## config.mk

```make
export PLATFORM = sky130hd
export DESIGN_NAME = shadow_stack_monitor
export DESIGN_NICKNAME = d
export VERILOG_FILES = /design/src/rtl/shadow_stack_monitor.sv
export SDC_FILE = /design/constraint.sdc
export NUM_CORES = 1
export LEC_CHECK = 0
export BUFFER_PORTS_ARGS = -buffer_cell sky130_fd_sc_hd__buf_4
export CAP_MARGIN = 20
export CORE_MARGIN = 2
export CORE_UTILIZATION = 30
export CTS_CLUSTER_SIZE = 12
export DETAILED_ROUTE_END_ITERATION = 10
export MAX_ROUTING_LAYER = met4
export SLEW_MARGIN = 20
export SYNTH_ARGS = -nofsm -noshare
export SYNTH_HDL_FRONTEND = slang
export SYNTH_SLANG_ARGS = --single-unit
```

## constraint.sdc

```tcl
create_clock -name clk_i -period 5.27 [get_ports clk_i]
set_input_delay 0.7905 -clock clk_i [delete_from_list [all_inputs] [get_ports clk_i]]
set_output_delay 0.7905 -clock clk_i [all_outputs]
set_load 0.01 [all_outputs]
```

## src/rtl/shadow_stack_monitor.sv

```systemverilog
// Return-address shadow stack for the execute stage: pushes on calls, checks returns,
// and raises a latched violation with a halt handshake until software clears it.
module shadow_stack_monitor #(
   parameter int unsigned DEPTH = 16,
   parameter int unsigned VLEN  = 32,
   parameter int unsigned CNT_W = 8
) (
   input  logic                     clk_i,
   input  logic                     rst_i,
   input  logic                     resolve_valid_i,
   input  logic                     is_call_i,
   input  logic                     is_return_i,
   input  logic [VLEN-1:0]          pc_i,
   input  logic                     is_compressed_i,
   input  logic [VLEN-1:0]          target_i,
   input  logic                     check_en_i,
   input  logic                     flush_i,
   input  logic                     clear_i,
   input  logic                     halt_ack_i,
   output logic                     violation_o,
   output logic [VLEN-1:0]          violation_pc_o,
   output logic [CNT_W-1:0]         violation_cnt_o,
   output logic                     halt_req_o,
   output logic                     locked_o,
   output logic [$clog2(DEPTH):0]   depth_o,
   output logic                     overflow_o
);

   localparam int unsigned PTR_W  = $clog2(DEPTH);
   localparam int unsigned DEP_W  = PTR_W + 1;
   localparam int unsigned LOST_W = 16;

   typedef enum logic [1:0] {
      S_RUN      = 2'd0,
      S_HALT_REQ = 2'd1,
      S_LOCKED   = 2'd2
   } state_t;

   state_t             state_q;
   logic [VLEN-1:0]    stack_q [DEPTH];
   logic [PTR_W-1:0]   wr_ptr_q;
   logic [DEP_W-1:0]   depth_q;
   logic [LOST_W-1:0]  lost_cnt_q;

   logic               event_c;
   logic               push_c;
   logic               viol_c;
   logic               ovf_set_c;
   logic               full_after_pop_c;
   logic [VLEN-1:0]    ret_addr_c;
   logic [VLEN-1:0]    top_c;
   logic [PTR_W-1:0]   top_idx_c;
   logic [PTR_W-1:0]   pop_ptr_c;
   logic [DEP_W-1:0]   pop_depth_c;
   logic [PTR_W-1:0]   wr_ptr_n_c;
   logic [DEP_W-1:0]   depth_n_c;
   logic [LOST_W-1:0]  lost_n_c;

   // Event decode: pop/compare first, then push onto whatever the pop left behind.
   always_comb begin
      event_c          = resolve_valid_i & check_en_i & (state_q == S_RUN) & ~flush_i;
      ret_addr_c       = pc_i + (is_compressed_i ? VLEN'(2) : VLEN'(4));
      top_idx_c        = wr_ptr_q - PTR_W'(1);
      top_c            = stack_q[top_idx_c];
      pop_ptr_c        = wr_ptr_q;
      pop_depth_c      = depth_q;
      lost_n_c         = lost_cnt_q;
      viol_c           = 1'b0;
      push_c           = event_c & is_call_i;
      full_after_pop_c = 1'b0;
      ovf_set_c        = 1'b0;
      wr_ptr_n_c       = wr_ptr_q;
      depth_n_c        = depth_q;

      if (event_c && is_return_i) begin
         if (depth_q != '0) begin
            pop_ptr_c   = top_idx_c;
            pop_depth_c = depth_q - DEP_W'(1);
            // Bit 0 is ignored on both sides; JALR clears it in the target anyway.
            viol_c      = |((top_c ^ target_i) >> 1);
         end else if (lost_cnt_q != '0) begin
            lost_n_c = lost_cnt_q - LOST_W'(1);
         end else begin
            viol_c = 1'b1;
         end
      end

      full_after_pop_c = (pop_depth_c == DEP_W'(DEPTH));
      wr_ptr_n_c       = pop_ptr_c;
      depth_n_c        = pop_depth_c;

      if (push_c) begin
         wr_ptr_n_c = pop_ptr_c + PTR_W'(1);
         if (full_after_pop_c) begin
            ovf_set_c = 1'b1;
            if (lost_n_c != {LOST_W{1'b1}}) begin
               lost_n_c = lost_n_c + LOST_W'(1);
            end
         end else begin
            depth_n_c = pop_depth_c + DEP_W'(1);
         end
      end
   end

   // Control state, pointers and registered outputs.
   always_ff @(posedge clk_i or posedge rst_i) begin
      if (rst_i) begin
         state_q         <= S_RUN;
         wr_ptr_q        <= '0;
         depth_q         <= '0;
         lost_cnt_q      <= '0;
         violation_o     <= 1'b0;
         violation_pc_o  <= '0;
         violation_cnt_o <= '0;
         halt_req_o      <= 1'b0;
         locked_o        <= 1'b0;
         overflow_o      <= 1'b0;
      end else begin
         violation_o <= viol_c;
         if (viol_c) begin
            violation_pc_o <= pc_i;
            if (violation_cnt_o != {CNT_W{1'b1}}) begin
               violation_cnt_o <= violation_cnt_o + CNT_W'(1);
            end
         end

         if (flush_i) begin
            wr_ptr_q   <= '0;
            depth_q    <= '0;
            lost_cnt_q <= '0;
            overflow_o <= 1'b0;
         end else begin
            wr_ptr_q   <= wr_ptr_n_c;
            depth_q    <= depth_n_c;
            lost_cnt_q <= lost_n_c;
            if (ovf_set_c) begin
               overflow_o <= 1'b1;
            end
         end

         case (state_q)
            S_RUN: begin
               if (viol_c) begin
                  state_q    <= S_HALT_REQ;
                  halt_req_o <= 1'b1;
               end
            end
            S_HALT_REQ: begin
               if (halt_ack_i) begin
                  state_q    <= S_LOCKED;
                  halt_req_o <= 1'b0;
                  locked_o   <= 1'b1;
               end
            end
            S_LOCKED: begin
               if (clear_i) begin
                  state_q  <= S_RUN;
                  locked_o <= 1'b0;
               end
            end
            default: begin
               state_q    <= S_RUN;
               halt_req_o <= 1'b0;
               locked_o   <= 1'b0;
            end
         endcase
      end
   end

   // Stack storage needs no reset; entries are only read while depth is non-zero.
   always_ff @(posedge clk_i) begin
      if (push_c) begin
         stack_q[pop_ptr_c] <= ret_addr_c;
      end
   end

   assign depth_o = depth_q;

endmodule
```

# After elaboration in Yosys (flattened, before gate mapping)
# Memory sizes are Yosys's and may differ from the RTL's.
# Index checks and enable logic that the tools add are counted.
[op_classes] n_addsub=8 eq_ne=8 mux=36 bitwise_logic=8 n_reduce_logical=10
[ops] op="16-bit 2-to-1 mux" count=7
[ops] op="32-bit by 3-bit adder with 32-bit output" count=1
[ops] op="32-bit bitwise XOR" count=1
[ops] op="31-bit OR reduction" count=1
[ops] op="5-bit 2-to-1 mux" count=5
[ops] op="16-bit by 1-bit adder with 16-bit output, second input constant" count=1
[ops] op="4-bit 2-to-1 mux" count=4
[ops] op="16-bit != test, second input constant" count=1
[ops] op="16-bit nonzero test" count=1
[ops] op="16-bit by 1-bit subtractor with 16-bit output, second input constant" count=1
[ops] op="1-bit 2-to-1 mux" count=13
[ops] op="3-bit AND reduction" count=3
[ops] op="8-bit by 1-bit adder with 8-bit output, second input constant" count=1
[ops] op="8-bit != test, second input constant" count=1
[ops] op="2-bit 2-to-1 mux" count=3
[ops] op="2-bit != test, second input constant" count=3
[ops] op="1-bit one-hot mux with 3 select lines" count=2
[ops] op="2-bit one-hot mux with 3 select lines" count=1
[ops] op="5-bit by 1-bit adder with 5-bit output, second input constant" count=1
[ops] op="5-bit equality test, second input constant" count=1
[ops] op="5-bit nonzero test" count=1
[ops] op="5-bit by 1-bit subtractor with 5-bit output, second input constant" count=1
[ops] op="4-bit by 1-bit adder with 4-bit output, second input constant" count=1
[ops] op="1-bit bitwise AND" count=4
[ops] op="other kinds (9)" count=11
[totals] regBits=71 ramBits=512 inputBits=74 output_inout_bits=49 wordCells=81 n_memories=1
[memory_table] memory="stack_q" depth=16 width=32 read_ports=1 rd_clocked_by_memory_dff=0 write_ports=1 line_no="40" source="logic [VLEN-1:0] stack_q [DEPTH];"

# Depth between registers and ports, before layout
# Gate-level depths: netlist of run 1.
[depth] ltp_word=10 ltp_mapped=21 ltp_nobuf=14

# Least setup slack after synthesis of run 1
# Ideal clock, no wire load.
[synth_timing] path_kind="reg2reg" from="reg wr_ptr_q[0]" to="mem stack_q[0][10], enable pin" setup_ps=419 arrival_ps=4312 required_ps=4851 path_slack_ps=538 path_stages_with_launch=16 path_buffers=8 synth_period_minus_slack_ps=4732 cell_sequence="dfrtp_1 buf_2 buf_2 inv_1 buf_2 clkbuf_1 ha_1 buf_2 buf_2 buf_2 buf_1 o21ai_0 inv_1 ha_1 nand2_1 nor2_1"
[synth_between] elab_chain_cells=3
[synth_lines] element="start, declared" line_no="41" source="logic [PTR_W-1:0] wr_ptr_q;"
[synth_lines] element="start signal, assigned" line_no="133" source="wr_ptr_q <= wr_ptr_n_c;"
[synth_lines] element="4-bit by 1-bit subtractor with 4-bit output" line_no="63" source="top_idx_c = wr_ptr_q - PTR_W'(1);"
[synth_lines] element="4-bit 2-to-1 mux" line_no="76" source="if (depth_q != '0) begin"
[synth_lines] element="4-bit 2-to-1 mux (*)" line_no="75" source="if (event_c && is_return_i) begin"
[synth_lines] element="end, declared" line_no="40"
# Mark *: on every way between the ends. The rest lies on a longest branch, timed or not.

# Worst setup path in the final report of run 1
[layout_timing] from="reg wr_ptr_q[0]" to="reg violation_cnt_o[1]"
[layout_between] elab_chain_cells=7
[layout_lines] element="4-bit by 1-bit subtractor with 4-bit output" line_no="63"
[layout_lines] element="memory read 16 x 32 bit"
[layout_lines] element="32-bit bitwise XOR" line_no="80" source="viol_c = |((top_c ^ target_i) >> 1);"
[layout_lines] element="31-bit OR reduction" line_no="80"
[layout_lines] element="1-bit 2-to-1 mux" line_no="76"
[layout_lines] element="1-bit 2-to-1 mux" line_no="75"
[layout_lines] element="2-bit AND reduction (no line)"
[layout_lines] element="end signal, assigned" line_no="123" source="violation_cnt_o <= violation_cnt_o + CNT_W'(1);"
[layout_lines] element="end, declared" line_no="22" source="output logic [CNT_W-1:0] violation_cnt_o,"
# No other way between the ends.
# A chain may end at the register's enable or synchronous reset.

==> key figures, run 1 <==
Timing
  • Worst-Margin Slew: 1060 ps
  • Final period util: 91.4%
  • Final Hold Vio Count: 0
  • Slew Limit Headroom: 28.8%
  • Worst hold slack: 157 ps
  • Slew Limit Fails: 0
  • RSZ-0062 raised after global routing: false
  • Final setup violation count: 0
  • Max Freq: 208 MHz
  • Final min period: 4820 ps
  • Skew final: 29.4 ps
  • TNS Setup: 0 ps

Place
  • GPL Wtd Cong: 0.847
  • PortBufs: 121
  • Post-placement cell area: 26,800 µm²
  • HPWL Detailed: 38,800 µm

Floorplanning
  • Die area: 83,000 µm²
  • I/O Pins: 123
  • Die Span Y: 288 µm
  • Die width: 288 µm
  • Core Box Area: 80,200 µm²
  • Initial Util: 30.2%
  • # rows: 104

Layout
  • Fillcell total: 7,590
  • Proportion of layout cells with a drive suffix above 1: 25.0%
  • Design area: 28,600 µm²
  • Area grow syn2layout: 18.3%
  • Final core occ: 35.7%
  • Area of the multi-input gates: 7290 µm²
  • Final #Nets: 1,702
  • Sequential cell area: 16,700 µm²

Route
  • Drt wl/cell: 22.7 µm
  • WL final: 61,700 µm
  • # DRC: 0
  • Initial DRT Pass Iterations: 5
  • Antenna-violating nets left: 0
  • Via density: 5.05
  • Initial drt markers: 1,250
  • Total number of vias: 13,700

Critical path
  • WP data required: 5770 ps
  • R2R cell count: 14
  • Slowest Stage Delay on Critical Path: 630 ps
  • Crit path capture type: register
  • WP depth: 14
  • Worst path slowest cell: dfrtp_4
  • CP Data Arrival Time: 5320 ps
  • Worst path cell trace: inv_1, ha_4, xor2_4, buf_12, mux4_2, mux4_2, xor2_1, nor4_1, buf_4, nand4b_1, o31ai_4, buf_12, nor2_2, mux2_1
  • CP Max Fanout: 47
  • Top Family by Delay on Critical Path: multiplexers
  • CP Launch Type: register
  • Crit path buf inv count: 4
  • Setup Crit Path Kind: reg -> reg

Clock tree
  • Clock Path Buffers: 3
  • Number of hold buffers added after CTS: 0
  • Reg clk slew, reported paths: 60 ps
  • Total of cells resized after clock tree synthesis: 0
  • H-tree Lvls: 2
  • Clock root buffer: clkbuf_16
  • CTS Buf Count: 59
  • Post-CTS setup buffer count: 0
  • Clock Sinks: 567
  • Clk_lat worst skew: 620 ps
  • CTS tree: yes

Yosys
  • Syn nets: 1,527
  • Yosys warning total: 0
  • Sequential fraction of the synthesis area: 68.9%
  • Yosys reg bits: 567
  • Ys async rst share: 12.5%
  • Number of synthesized flops with an enable pin: 496
  • Post-synthesis cell type count: 69
  • Cell Area, Synth: 24,200 µm²
  • Synth top area cells: edfxtp_1, mux4_2, dfrtp_1
  • Commonest register cell after synthesis: edfxtp_1
  • Cells after Synth: 1,438
  • Mapped Avg Cell Area: 16.8 µm²
  • Synth top area share: 61.5%
  • Synth area leader: edfxtp_1

Power
  • IR drop worst, VDD: 0.251 mV
  • PD cells: 341 nW/µm²
  • Pleak: 9.69 nW
  • Total Power: 9.76 mW

Global routing
  • Number of global-route vias before repair: 14,000
  • Global-route wire length before repair: 91,100 µm
  • Largest net degree at the start of global routing: 72
  • All-Layer GR Usage: 15.3%
  • Total grt overflow: 0
  • Initial antenna violation count: 2

Job
  • Maxcap violations: 0

Status
  • Status: finished, final reports clean

Worst hold path
  • Worst hold path type: in -> async
[cells in the mapped netlist (5+ instances only)]
cell type	count
a31oi_1	8
nor2_1	72
o211ai_1	8
inv_1	31
buf_2	24
xor2_1	40
nand2_1	93
mux2i_1	55
mux4_2	111
mux2_2	6
mux2_1	31
a22oi_1	5
buf_4	11
nor4_1	13
clkbuf_1	17
and2_1	7
nand3_1	56
nor3_1	29
o21ai_0	15
or3_1	9
buf_6	6
a21oi_1	17
nand4_1	18
xnor2_1	57
nor2b_1	7
or4_1	7
dfrtp_1	71
edfxtp_1	496
nand2b_1	7
and3_1	18
buf_1	10
and4_1	5
a32oi_1	8
ha_1	14
[layout make-up]
class | instances | share of cell area (%)
clock inverter | 31 | 0.603
timing repair buffer | 182 | 5.25
clock buffer | 71 | 5.39
sequential | 567 | 58.2
tap | 1060 | 4.63
multi-input combinational | 772 | 25.5
antenna | 2 | 0.0175
inverter | 31 | 0.406
[where the power goes]
group          leakage (nW)  internal, mW  switching, mW  total, mW
Clock                 0.828          2.10           1.68       3.78
Combinational          3.50         0.409          0.489      0.898
Sequential             5.36          5.01         0.0720       5.08
[final timing paths]
path,slack (ps),endpoint,startpoint
worst max-delay path,450,violation_cnt_o[1],wr_ptr_q[0]
worst min-delay path,160,lost_cnt_q[14],rst_i
worst max register to register,450,violation_cnt_o[1],wr_ptr_q[0]
worst min register to register,500,violation_pc_o[20],violation_pc_o[20]
max in group asynchronous,4010,wr_ptr_q[0],rst_i
min in group clk_i,350,state_q[1],clear_i
[cells by family after synthesis]
group | share of synthesized area (%)
compound gates | 2.85
xor+xnor | 3.58
fa+ha+maj | 0.807
buf+inv | 2.02
flops | 68.9
mux | 14.4
simple gates | 7.43
[layout by cell type, fill, tap and decap left out, types with 22 or more instances in the layout]
| cell type | instances |
|---|---|
| clkinv_1 | 22 |
| clkbuf_16 | 60 |
| mux2i_1 | 55 |
| xor2_1 | 36 |
| xnor2_1 | 48 |
| nor3_1 | 29 |
| edfxtp_1 | 496 |
| nor2_1 | 56 |
| mux2_1 | 31 |
| inv_1 | 30 |
| nand3_1 | 56 |
| dfrtp_1 | 70 |
| buf_4 | 171 |
| mux4_2 | 111 |
| nand2_1 | 92 |
[per-layer routing]
layer	share of wire, %	wire [µm]	vias to the layer above	GRT usage (%)
li1	-	-	5999	-
met1	43	26400	7077	20.3
met2	47	29000	535	23.7
met3	7.6	4690	108	3.46
met4	2.7	1660	0	4.29
met5	0	0	-	-
[metrics by stage]
step           setup slack [ps]  instances
6_report                    452       2716
5_1_grt                     218       2716
4_1_cts                     396       2714
3_5_place_dp                425       2612
3_3_place_gp                437       2612
2_1_floorplan               538       1438
[registers in the layout, summed over array words and instances, names as in the netlist]
register	flops
stack_q	496
lost_cnt_q	16
depth_o	5
violation_pc_o	32
halt_req_o	1
violation_o	1
state_q	2
violation_cnt_o	8
wr_ptr_q	4
overflow_o	1
locked_o	1
(Power assumes the default switching activity.)
==> run 2, diff against run 1 <==
Clock period 5.27 ns to 5.2 ns, I/O delays scaled along.
==> run 2 against run 1 <==
Sequential power up 1%; core utilization up 0.14 points; final cell count unchanged; die area unchanged; critical endpoint unchanged; setup slack worse by 60 ps; maximum frequency up 0.21%; worst hold slack worse by 14 ps; register-to-register slack worse by 60 ps.
==> key figures, run 2 (synthesis gave the netlist of run 1 again) <==
Status
  • Status: finished, final reports clean

Critical path
  • CP Data Arrival Time: 5290 ps (-30 ps)
  • WP data required: 5680 ps (-90 ps)
  • R2R cell count: 11 (-3)
  • Setup Crit Path Kind: reg -> reg
  • Worst R2R Start: wr_ptr_q[0]
  • CP Max Fanout: 44 (-6.4%)
  • Reg2reg end: violation_cnt_o[1]
  • Crit path capture type: register
  • CP Launch Type: register
  • R2R Setup Slk: 390 ps (-60 ps)

Place
  • PortBufs: 121 (unchanged)
  • GPL Wtd Cong: 0.830 (-2.1%)
  • Placed insts: 2,610 (-0.077%)
  • Post-placement cell area: 26,900 µm² (about the same)
  • HPWL Detailed: 38,500 µm (-0.62%)

Layout
  • Proportion of layout cells with a drive suffix above 1: 25.3% (+0.30 points)
  • Most frequent cells in the layout: edfxtp_1, buf_4, mux4_2
  • Most common cell after layout, fill and taps aside: edfxtp_1
  • Final #Nets: 1,700 (-0.12%)
  • Area grow syn2layout: 18.8%
  • Biggest regs: stack_q: 496 flops, violation_pc_o: 32 flops, lost_cnt_q: 16 flops
  • Most flop-heavy register: stack_q
  • Largest register FFs: 496 (unchanged)
  • Fillcell total: 7,536 (-0.71%)
  • Finished Layout Cells: 2,716 (unchanged)
  • Design area: 28,700 µm² (+0.40%)

Clock tree
  • Clock Path Buffers: 3 (unchanged)
  • Reg clk slew, reported paths: 60 ps (about the same)
  • Total of cells resized after clock tree synthesis: 0 (unchanged)
  • Number of hold buffers added after CTS: 0 (unchanged)
  • Clock Sinks: 567 (unchanged)
  • Clock root buffer: clkbuf_16
  • Clk_lat worst skew: 620 ps (about the same)
  • CTS Buf Count: 59 (unchanged)
  • CTS tree: yes
  • Post-CTS setup buffer count: 0 (unchanged)
  • H-tree Lvls: 2 (unchanged)

Global routing
  • All-Layer GR Usage: 15.5% (+0.17 points)
  • Initial antenna violation count: 2 (unchanged)
  • Global-route wire length before repair: 91,300 µm (+0.29%)
  • Total grt overflow: 0 (unchanged)
  • Number of global-route vias before repair: 13,900 (-0.50%)
  • Largest net degree at the start of global routing: 55 (-24%)

Route
  • DR WL met2: 29,500 µm (+1.9%)
  • Antenna-violating nets left: 0 (unchanged)
  • WL final: 62,200 µm (+0.75%)
  • Met3 wire len: 4180 µm (-11%)
  • Met1 Wirelength: 27,600 µm (+4.3%)
  • Drt wl/cell: 22.9 µm (+0.75%)
  • Initial drt markers: 1,215 (-2.8%)
  • Via density: 5.00 (-1.1%)
  • DR top layer: met4
  • Total number of vias: 13,600 (-1.1%)
  • Initial DRT Pass Iterations: 5 (unchanged)
  • # DRC: 0 (unchanged)

Timing
  • RSZ-0062 raised after global routing: false
  • Max Freq: 208 MHz (+0.21%)
  • Worst-Margin Slew: 959 ps (-105 ps)
  • Final setup violation count: 0 (unchanged)
  • Final Hold Vio Count: 0 (unchanged)
  • Skew final: 28.8 ps (-0.571 ps)
  • Slew Limit Fails: 0 (unchanged)
  • Final period util: 92.5% (+1.0 points)
  • Final min period: 4810 ps (-10.3 ps)
  • TNS Setup: 0 ps (unchanged)
  • Slew Limit Headroom: 35.9% (+7.0 points)

Power
  • Pleak: 9.74 nW (+0.54%)
  • PD cells: 350 nW/µm² (+2.6%)
  • IR drop worst, VDD: 0.276 mV (+10%)

Job
  • Maxcap violations: 0 (unchanged)

Floorplanning
  • Die width: 288 µm (unchanged)
  • # rows: 104 (unchanged)
  • Die Span Y: 288 µm (unchanged)
  • Die area: 83,000 µm² (unchanged)
  • Core Box Area: 80,200 µm² (unchanged)
  • Initial Util: 30.2% (unchanged)
  • I/O Pins: 123 (unchanged)

Worst hold path
  • Worst hold path type: in -> async
run 2: changes by cell type in the layout (fill, tap and decap cells not counted), sizes merged:
cell / delta
clkbuf: +12
clkinv: -10
clkinvlp: -1
buf: -2
bufinv: +2
inv: -1
run 2: worst max-delay path by stage:
| stage | startpoint | endpoint | slack [ps] | depth (start not counted) |
|---|---|---|---|---|
| floorplan | wr_ptr_q[0] | stack_q[0][10] | 470 | 15 |
| global placement | wr_ptr_q[0] | violation_cnt_o[1] | 480 | 11 |
| detailed placement | wr_ptr_q[0] | violation_cnt_o[1] | 400 | 11 |
| CTS | wr_ptr_q[0] | violation_cnt_o[1] | 360 | 11 |
| global route | wr_ptr_q[0] | violation_cnt_o[1] | 160 | 11 |
| finish | wr_ptr_q[0] | violation_cnt_o[1] | 390 | 11 |
run 2: layer usage:
metal,GRT usage [%],vias to the layer above
met5,-,-
met4,3.30,0
met3,2.90,75
met2,24.2,439
met1,21.1,7050
li1,-,6003
run 2: cell type report:
class / count / area [µm²] / area share, %
sequential: 567 / 16700 / 58.0
timing repair buffer: 180 / 1530 / 5.31
multi-input combinational: 772 / 7290 / 25.4
antenna: 2 / 5.00 / 0.0174
tap: 1060 / 1330 / 4.61
inverter: 31 / 116 / 0.405
clock inverter: 21 / 171 / 0.596
clock buffer: 83 / 1630 / 5.67
run 2: critical path, stage by stage, from the launching register on:
cell      delay [ps]
dfrtp_4          480
buf_4            720
mux4_2           600
mux4_2           550
xnor2_1          410
o211ai_1         150
a211oi_1         450
nand4b_1         230
o31ai_4          290
buf_12           270
nor2_2            90
mux2_1           330
run 2: report_power, final:
group	internal (mW)	switching, mW	leakage (nW)	total, mW
Clock	2.31	1.69	0.878	3.99
Combinational	0.417	0.498	3.50	0.915
Sequential	5.07	0.0692	5.36	5.14
run 2: stage by stage:
step	hold WS (ps)	setup WS (ps)	util, %	total power, mW
after global placement	471	480	33.5	6.13
after detailed placement	470	399	33.5	6.15
after CTS	135	364	35.8	10.1
after floorplan	475	468	-	5.71
after global routing	159	157	35.9	10.4
final	144	392	35.9	10.0
==> run 3, diff against run 2 <==
Settings changed: CORE_MARGIN 2 to 5, PLACE_DENSITY set to 0.48.
==> run 3 against run 2 <==
Design area grew 1.3%; total power rose by 3.9%; worst hold slack gained 170 ps; first-iteration DRC count decreased by 13%; via count increased by 0.83%; clock-buffer cell count decreased by 2; final cell count grew 0.66%; largest cell class unchanged.
==> key figures, run 3 (synthesis gave the netlist of run 1 again) <==
Timing
  • Final Hold Vio Count: 0 (unchanged)
  • Final period util: 89.6% (-2.9 points)
  • Final setup violation count: 0 (unchanged)
  • RSZ-0062 raised after global routing: false
  • Slew Limit Fails: 0 (unchanged)
  • Slew Limit Headroom: 26.9% (-8.9 points)
  • Skew final: 19.2 ps (-9.69 ps)
  • Final min period: 4660 ps (-150 ps)
  • TNS Setup: 0 ps (unchanged)
  • Max Freq: 215 MHz (+3.2%)
  • PnR worst setup slack: 541 ps (+150 ps)
  • Worst-Margin Slew: 1090 ps (+132 ps)

Critical path
  • R2R Setup Slk: 540 ps (+150 ps)
  • Reg2reg end: violation_cnt_o[1]
  • Setup Crit Path Kind: reg -> reg
  • Crit path capture type: register
  • CP Launch Type: register
  • Critical path origin: wr_ptr_q[1]
  • Worst path cell trace: inv_1, ha_4, buf_12, mux4_2, mux4_2, xnor2_1, o211ai_1, a211oi_1, nand4b_1, o31ai_4, buf_12, nor2_2, mux2_1
  • Top Family by Delay on Critical Path: multiplexers
  • CP Max Fanout: 44 (unchanged)
  • Worst R2R Start: wr_ptr_q[1]
  • CP Data Arrival Time: 5140 ps (-150 ps)
  • Slowest Stage Delay on Critical Path: 610 ps (-110 ps)
  • Crit path buf inv count: 3 (+1)
  • WP data required: 5680 ps (about the same)
  • R2R cell count: 13 (+2)
  • Worst path slowest cell: ha_4

Layout
  • Ant diodes: 0 (-2)
  • Fillcell total: 7,474 (-0.82%)
  • Design area: 29,100 µm² (+1.3%)
  • Sequential cell area: 16,700 µm² (unchanged)
  • Proportion of layout cells with a drive suffix above 1: 26.1% (+0.77 points)
  • Most frequent cells in the layout: edfxtp_1, buf_4, mux4_2
  • Area of the multi-input gates: 7260 µm² (-0.41%)
  • Final #Nets: 1,717 (+1.0%)
  • Most common cell after layout, fill and taps aside: edfxtp_1
  • Area grow syn2layout: 20.3%
  • Biggest regs: stack_q: 496 flops, violation_pc_o: 32 flops, lost_cnt_q: 16 flops
  • Largest register FFs: 496 (unchanged)
  • Most flop-heavy register: stack_q

Worst hold path
  • Worst hold path type: in -> async

Clock tree
  • H-tree Lvls: 3 (+1)
  • Post-CTS setup buffer count: 0 (unchanged)
  • CTS tree: yes
  • Clock Path Buffers: 3 (unchanged)
  • CTS Buf Count: 66 (+12%)
  • Number of hold buffers added after CTS: 0 (unchanged)
  • Reg clk slew, reported paths: 60 ps (about the same)
  • Clk_lat worst skew: 600 ps (-20 ps)
  • Clock Sinks: 567 (unchanged)
  • Total of cells resized after clock tree synthesis: 0 (unchanged)
  • Clock root buffer: clkbuf_16

Floorplanning
  • Core Box Area: 80,300 µm² (+0.16%)
  • Die Span Y: 294 µm (+2.1%)
  • Initial Util: 30.1% (-0.049 points)
  • Die area: 86,500 µm² (+4.2%)
  • Die width: 294 µm (+2.1%)
  • I/O Pins: 123 (unchanged)
  • # rows: 104 (unchanged)

Route
  • Total number of vias: 13,700 (+0.83%)
  • # DRC: 0 (unchanged)
  • Drt wl/cell: 24.6 µm (+7.5%)
  • Antenna-violating nets left: 0 (unchanged)
  • Initial DRT Pass Iterations: 5 (unchanged)
  • Via density: 5.00 (+0.16%)
  • WL final: 67,300 µm (+8.2%)
  • Initial drt markers: 1,054 (-13%)

Place
  • GPL Wtd Cong: 0.789 (-4.9%)
  • PortBufs: 121 (unchanged)
  • Pre-CTS setup slack: 521 ps (+123 ps)
  • HPWL Detailed: 41,900 µm (+8.7%)
  • Post-placement cell area: 27,000 µm² (+0.66%)

Power
  • Pleak: 9.90 nW (+1.6%)
  • PD cells: 359 nW/µm² (+2.6%)
  • IR drop worst, VDD: 0.270 mV (-2.3%)

Global routing
  • Number of global-route vias before repair: 14,200 (+2.0%)
  • Initial antenna violation count: 0 (-2)
  • Largest net degree at the start of global routing: 70 (+27%)
  • Global-route wire length before repair: 97,700 µm (+7.0%)
  • Total grt overflow: 0 (unchanged)
  • All-Layer GR Usage: 15.9% (+0.42 points)

Status
  • Status: finished, final reports clean

Job
  • Maxcap violations: 0 (unchanged)
==> run 3: per-stage QoR <==
step                hold slack [ps]  power (mW)  util (%)  cells
floorplan                       475        5.71         -   1438
global placement                468        6.18      33.7   2620
detailed placement              474        6.19      33.7   2620
CTS                             300        10.6      36.2   2734
global route                    363        10.8      36.3   2734
finish                          312        10.4      36.3   2734
==> run 3: worst max path at each step <==
stage / end / slack [ps] / depth (start not counted)
floorplan: stack_q[0][10] / 470 / 15
global placement: violation_cnt_o[1] / 500 / 13
detailed placement: violation_cnt_o[1] / 520 / 13
CTS: violation_cnt_o[1] / 480 / 13
global route: violation_cnt_o[1] / 310 / 15
finish: violation_cnt_o[1] / 540 / 13
==> run 3: worst register-to-register path, cell delays in order (launching register included) <==
cell,delay [ps]
dfrtp_1,440
inv_1,110
ha_4,610
buf_12,300
mux4_2,360
mux4_2,550
xnor2_1,440
o211ai_1,170
a211oi_1,330
nand4b_1,210
o31ai_4,280
buf_12,270
nor2_2,160
mux2_1,330
==> run 3: where the power goes <==
group	internal, mW	leakage [nW]	switching, mW
clock network	2.54	0.983	1.82
logic	0.423	3.55	0.517
registers	5.07	5.36	0.0668
==> run 3: cell type report <==
class,count,area share (%)
clock buffer,81,6.01
clock inverter,33,0.937
inverter,31,0.404
multi-input combinational,772,25.0
sequential,567,57.3
tap,1060,4.56
timing repair buffer,190,5.85
==> run 3: metal layers <==
layer | track usage (%) | vias to the layer above | part of all wire, %
li1 | - | 6058 | -
met1 | 21.4 | 7138 | 45
met2 | 25.5 | 402 | 48
met3 | 2.62 | 81 | 5.1
met4 | 3.85 | 0 | 1.9
met5 | - | - | 0
